$ cat src/rtl/dac_window_sequencer_pkg.sv
// dac_window_sequencer_pkg: FSM state encoding and fsm_out status codes shared by the sequencer files.
package dac_window_sequencer_pkg;
  typedef enum logic [1:0] {IDLE = 2'd0, TRACK = 2'd1, STIM = 2'd2, REFRACT = 2'd3} state_t;
  localparam logic [7:0] OUT_IDLE    = 8'h40;
  localparam logic [7:0] OUT_TRACK   = 8'h20;
  localparam logic [7:0] OUT_STIM    = 8'h10;
  localparam logic [7:0] OUT_REFRACT = 8'h80;
  function automatic logic [7:0] status_code(state_t s);
    return s == IDLE ? OUT_IDLE : s == TRACK ? OUT_TRACK : s == STIM ? OUT_STIM : OUT_REFRACT;
  endfunction
endpackage

$ cat src/rtl/dac_window_sequencer_cmp.sv
// dac_window_cmp: per-DAC window compare and qualification term (combinational).
//   count in, start_win/stop_win window bounds (inclusive), dac_en/thresh_out/edge_type per-DAC controls,
//   in_window out: count inside [start_win, stop_win]; qual out: DAC does not block advancing.
module dac_window_cmp #(
  parameter int CNT_W = 16
) (
  input  logic [CNT_W-1:0] count,
  input  logic [CNT_W-1:0] start_win,
  input  logic [CNT_W-1:0] stop_win,
  input  logic             dac_en,
  input  logic             thresh_out,
  input  logic             edge_type,
  output logic             in_window,
  output logic             qual
);
  assign in_window = (count >= start_win) && (count <= stop_win);
  assign qual      = ~dac_en | ~in_window | (thresh_out ^ edge_type);
endmodule

$ cat src/rtl/dac_window_sequencer.sv
// dac_window_sequencer: qualifies DAC threshold outputs inside programmed windows and fires a stim trigger.
//   dataclk/reset_n clock and async active-low reset; sample_strobe paces state updates;
//   fsm_enable, dac_en, thresh_out, edge_type, start_win, stop_win, stop_max, refractory, stim_count_clr inputs;
//   window_count, in_window, fsm_state, fsm_out, stim_trigger, stim_count outputs.
module dac_window_sequencer
  import dac_window_sequencer_pkg::*;
#(
  parameter int N_DAC = 8,
  parameter int CNT_W = 16
) (
  input  logic                   dataclk,
  input  logic                   reset_n,
  input  logic                   sample_strobe,
  input  logic                   fsm_enable,
  input  logic [N_DAC-1:0]       dac_en,
  input  logic [N_DAC-1:0]       thresh_out,
  input  logic [N_DAC-1:0]       edge_type,
  input  logic [N_DAC*CNT_W-1:0] start_win,
  input  logic [N_DAC*CNT_W-1:0] stop_win,
  input  logic [CNT_W-1:0]       stop_max,
  input  logic [CNT_W-1:0]       refractory,
  input  logic                   stim_count_clr,
  output logic [CNT_W-1:0]       window_count,
  output logic [N_DAC-1:0]       in_window,
  output logic [1:0]             fsm_state,
  output logic [7:0]             fsm_out,
  output logic                   stim_trigger,
  output logic [15:0]            stim_count
);
  state_t             state, nxt_state;
  logic [CNT_W-1:0]   ref_cnt, nxt_ref, nxt_count;
  logic [N_DAC-1:0]   qual;
  logic               advance;
  for (genvar i = 0; i < N_DAC; i++) begin : g_cmp
    dac_window_cmp #(.CNT_W(CNT_W)) u_cmp (
      .count     (window_count),
      .start_win (start_win[i*CNT_W +: CNT_W]),
      .stop_win  (stop_win[i*CNT_W +: CNT_W]),
      .dac_en    (dac_en[i]),
      .thresh_out(thresh_out[i]),
      .edge_type (edge_type[i]),
      .in_window (in_window[i]),
      .qual      (qual[i])
    );
  end
  // With no DAC enabled every qual term is trivially 1, so require at least one participant.
  assign advance   = (&qual) && (|dac_en);
  assign fsm_state = state;
  always_comb begin
    nxt_state = state;
    nxt_count = window_count;
    nxt_ref   = ref_cnt;
    if (sample_strobe) begin
      case (state)
        IDLE: if (advance) begin
          nxt_state = stop_max == '0 ? STIM : TRACK;
          nxt_count = stop_max == '0 ? '0 : CNT_W'(1);
        end
        TRACK: begin
          nxt_state = !advance ? IDLE : window_count >= stop_max ? STIM : TRACK;
          nxt_count = (!advance || window_count >= stop_max) ? '0 : window_count + 1'b1;
        end
        STIM: begin
          nxt_state = refractory == '0 ? IDLE : REFRACT;
          nxt_ref   = refractory;
        end
        REFRACT: begin
          nxt_state = ref_cnt <= CNT_W'(1) ? IDLE : REFRACT;
          nxt_ref   = ref_cnt <= CNT_W'(1) ? '0 : ref_cnt - 1'b1;
        end
        default: nxt_state = IDLE;
      endcase
    end
  end
  always_ff @(posedge dataclk or negedge reset_n) begin
    if (!reset_n) begin
      state        <= IDLE;
      window_count <= '0;
      ref_cnt      <= '0;
      fsm_out      <= '0;
      stim_trigger <= 1'b0;
      stim_count   <= '0;
    end else begin
      state        <= fsm_enable ? nxt_state : IDLE;
      window_count <= fsm_enable ? nxt_count : '0;
      ref_cnt      <= fsm_enable ? nxt_ref : '0;
      fsm_out      <= fsm_enable ? status_code(nxt_state) : '0;
      stim_trigger <= fsm_enable && nxt_state == STIM && state != STIM;
      stim_count   <= stim_count_clr ? '0 :
                      (stim_trigger && stim_count != 16'hFFFF) ? stim_count + 1'b1 : stim_count;
    end
  end
endmodule

$ cat config.mk
export PLATFORM = sky130hd
export DESIGN_NAME = dac_window_sequencer
export DESIGN_NICKNAME = d
export VERILOG_FILES = /design/src/rtl/dac_window_sequencer_pkg.sv /design/src/rtl/dac_window_sequencer_cmp.sv /design/src/rtl/dac_window_sequencer.sv
export SDC_FILE = /design/constraint.sdc
export NUM_CORES = 1
export LEC_CHECK = 0
export BUFFER_PORTS_ARGS = -buffer_cell sky130_fd_sc_hd__buf_2
export CELL_PAD_IN_SITES_DETAIL_PLACEMENT = 0
export CELL_PAD_IN_SITES_GLOBAL_PLACEMENT = 1
export CORE_UTILIZATION = 37
export CTS_CLUSTER_DIAMETER = 30
export DETAILED_ROUTE_END_ITERATION = 8
export PLACE_DENSITY = 0.93
export SKIP_CTS_REPAIR_TIMING = 1
export SLEW_MARGIN = 20
export SYNTH_ARGS = -nofsm -noshare
export SYNTH_HDL_FRONTEND = slang
export SYNTH_SLANG_ARGS = --single-unit
$ cat constraint.sdc
create_clock -name dataclk -period 3.8 [get_ports dataclk]
set_input_delay 0.38 -clock dataclk [delete_from_list [all_inputs] [get_ports dataclk]]
set_output_delay 0.38 -clock dataclk [all_outputs]
set_load 0.01 [all_outputs]
==> summary by stage <==
Outcome
The flow ran to the end, and the final reports show no timing, DRC or antenna violations.

CTS
At the later pin of the worst-skew pair, clock insertion delay measures 0.31 ns. Clock-pin slew was measured on the worst setup and hold paths at 0.08 ns. The count of clock tree sinks is 55. The maximum clock path buffer count is 2. The number of clock buffers inserted by TritonCTS is 5. The clock tree root driver cell is clkbuf_16. The clock tree from TritonCTS is done. CTS built an H-tree with a depth of 2.

Worst setup path
The kind of end point of the critical path is a flop. The critical path data arrival time is 3.85 ns. The kind of launch point of the worst setup path is a flop. The largest fanout of any net on the critical path is 14. The worst setup path is of the reg -> reg kind. The required time of the worst setup path is 4.05 ns.

The worst register-to-register path has a setup slack of 0.20 ns.

Final layout
The number of nets in the layout is 2286. The share of final-layout standard cells stronger than drive strength 1 is 26.8%. The number of cells in the finished layout apart from fillers is 2038. The area added between synthesis and finish is 27.3%.

The filler cell count is 2628. Leaving out fill and tap cells, the most frequent cell in the layout is buf_2. The top cell types in the final layout, fill and taps aside, are buf_2 (363), inv_1 (280), ha_1 (276).

Yosys
For this run, the number of Yosys warnings is 0. The number of synthesized flops with an enable pin is 0. The predominant post-synthesis flop cell is dfrtp_1. Counting distinct cell types in the post-synthesis netlist gives 72. The mean instance size in the synthesized netlist is 7.75 µm².

The synthesized design contains 55 register bits. The cell count after synthesis is 1298. In the synthesized netlist the async set-or-reset flop fraction comes to 100%.

The combined area of all synthesized cells is 0.0101 mm². Sequential cells were found to cover 13.7% of the synthesized design area.

Detailed routing
The post-detailed-route via-to-cell ratio is 5.33. The number of search-and-repair iterations in the first detailed-routing pass is 5. The final routed wirelength across all metal layers is 36700 µm. After detailed routing, the number of remaining DRC violations is 0. For this block, the initial DRC count from the detailed router was 566. The routed length per instance is 18.0 µm. Once detail routing completed, the nets flagged for antenna violations numbered 0. The count of vias placed by the detailed router is 10871.

Global routing
After global routing the overflow that remains totals 0. The via count of the first global-routing pass came to 10840. The number of antenna violations at the first check in global routing is 9.

Entering global routing, the biggest net connects 33 pins. The overall routing resource usage is 26.0%. The first global-routing pass estimated 57000 µm of wire.

Placement
Detailed placement ended at an HPWL of 30100 µm. The total of buffers placed on input and output ports is 363. Once placement completed, the tool counted placed cells totaling 2017. The routability-driven placement congestion ratio is 0.924.

Floorplanning
The die outline area is 0.0278 mm². For this configuration, the core starts out at a cell density of 38.2%. The width of the die is 167 µm.

The row count is 59. The height of the die is 167 µm. The I/O pin total is 368.

After floorplanning, the core was sized to cover 0.0264 mm².

Pwr
Across the VDD grid, the largest voltage drop is 181 µV. The power per standard cell area is 138 mW/mm². The standby leakage power is 8.04 nW.

Timing
The headroom to the max-slew limit is 49.3%. Setup total negative slack on the finished layout was measured at 0 ns. The number of hold-slack violations in the final timing report is 0. The setup-violating endpoint count in the final report is 0. The portion of the clock cycle consumed by the worst path in the final layout is 94.7%. The total count of max-transition violations in the final report is 0. Clock skew on the completed layout was measured at 0.00606 ns. The upper clock frequency limit is 278 MHz. The worst hold slack after final layout is 0.136 ns. After layout, the minimum clock period comes to 3.60 ns. The slew at the pin closest to its max-slew limit is 0.761 ns. Setup repair after global routing left no endpoint under its margin.

Worst hold path
In this run the worst hold path is classified as in -> async.

Job
The tool flagged a number of max-cap violations equal to 0.
==> path summary, 6_finish.rpt <==
check,to,cells past startpoint,startpoint
min in group dataclk,ref_cnt[13]$_DFFE_PN0P_,3,refractory[13]
max reg2reg,window_count[5]$_DFFE_PN0P_,13,window_count[0]$_DFFE_PN0P_
min reg2reg,ref_cnt[9]$_DFFE_PN0P_,2,ref_cnt[9]$_DFFE_PN0P_
max,window_count[5]$_DFFE_PN0P_,13,window_count[0]$_DFFE_PN0P_
min,stim_count[3]$_DFFE_PN0P_,1,reset_n
max in group asynchronous,window_count[13]$_DFFE_PN0P_,2,reset_n
==> worst max-delay path, stage by stage (launching register included) <==
cell and delay, ns:
dfrtp_1 0.39, clkinvlp_4 0.24, buf_4 0.24, ha_1 0.27, nand2b_4 0.14, a2111oi_4 0.33
a211o_1 0.14, a311o_1 0.19, a32oi_2 0.14, a311oi_2 0.30, nand3_2 0.16, or4_4 0.56
nor4_1 0.32, a21o_1 0.12
==> layout make-up <==
cell class,instances,area [µm²],area share [%]
multi-input combinational,943,7520,58.8
sequential,55,1380,10.8
clock buffer,5,125,0.977
timing repair buffer,407,2250,17.6
antenna,9,22.5,0.176
inverter,281,1060,8.27
clock inverter,3,27.5,0.215
tap,335,419,3.27
==> Yosys cell counts, types with 18 or more instances <==
cell type	number	area [µm²]
ha_1	276	3450
nor4_1	18	113
dfrtp_1	55	1380
inv_1	281	1050
nand4_1	45	282
o21ai_0	63	315
a21o_1	43	323
nor2_1	55	206
a21oi_1	103	515
nand2_1	74	278
nor3_1	18	90.1
nand3_1	34	170
==> state kept, by name (all words and copies together) (netlist names) <==
name          flops
window_count     16
stim_trigger      1
stim_count       16
fsm_out           4
ref_cnt          16
fsm_state         2
==> routing by layer <==
metal / wire length, µm / part of all wire, % / global-route usage (%)
met5: 13 / 0.035 / 0
met4: 1200 / 3.3 / 9.70
met3: 2160 / 5.9 / 3.28
met2: 17400 / 47 / 45.3
met1: 15900 / 43 / 32.5
==> logic make-up after synthesis <==
family	synth area share, %
DFF	13.7
other	0.0373
xor gates and xnor gates	2.18
buffers and inverters	12.1
adders and majority gates	34.3
AOI/OAI and AO/OA	20.0
and+or+nand+nor	17.6
muxes	0.0995
==> where the power goes <==
group,leakage (nW),switching [mW],internal [mW]
registers,0.758,0.0126,0.596
logic,7.21,0.355,0.296
clock network,0.0724,0.250,0.253
total,8.04,0.618,1.14
==> metrics by stage <==
step	total power, mW	worst slack [ns]	util (%)	cell area, µm²
final	1.76	0.202	48.6	12800
after floorplan	0.942	0.288	-	10100
after detailed placement	1.25	-0.199	47.6	12600
after global routing	1.88	0.0173	48.6	12800
after global placement	1.24	-0.0848	47.6	12600
after CTS	1.76	-0.254	48.2	12700
Power figures use the tool's default switching activity.
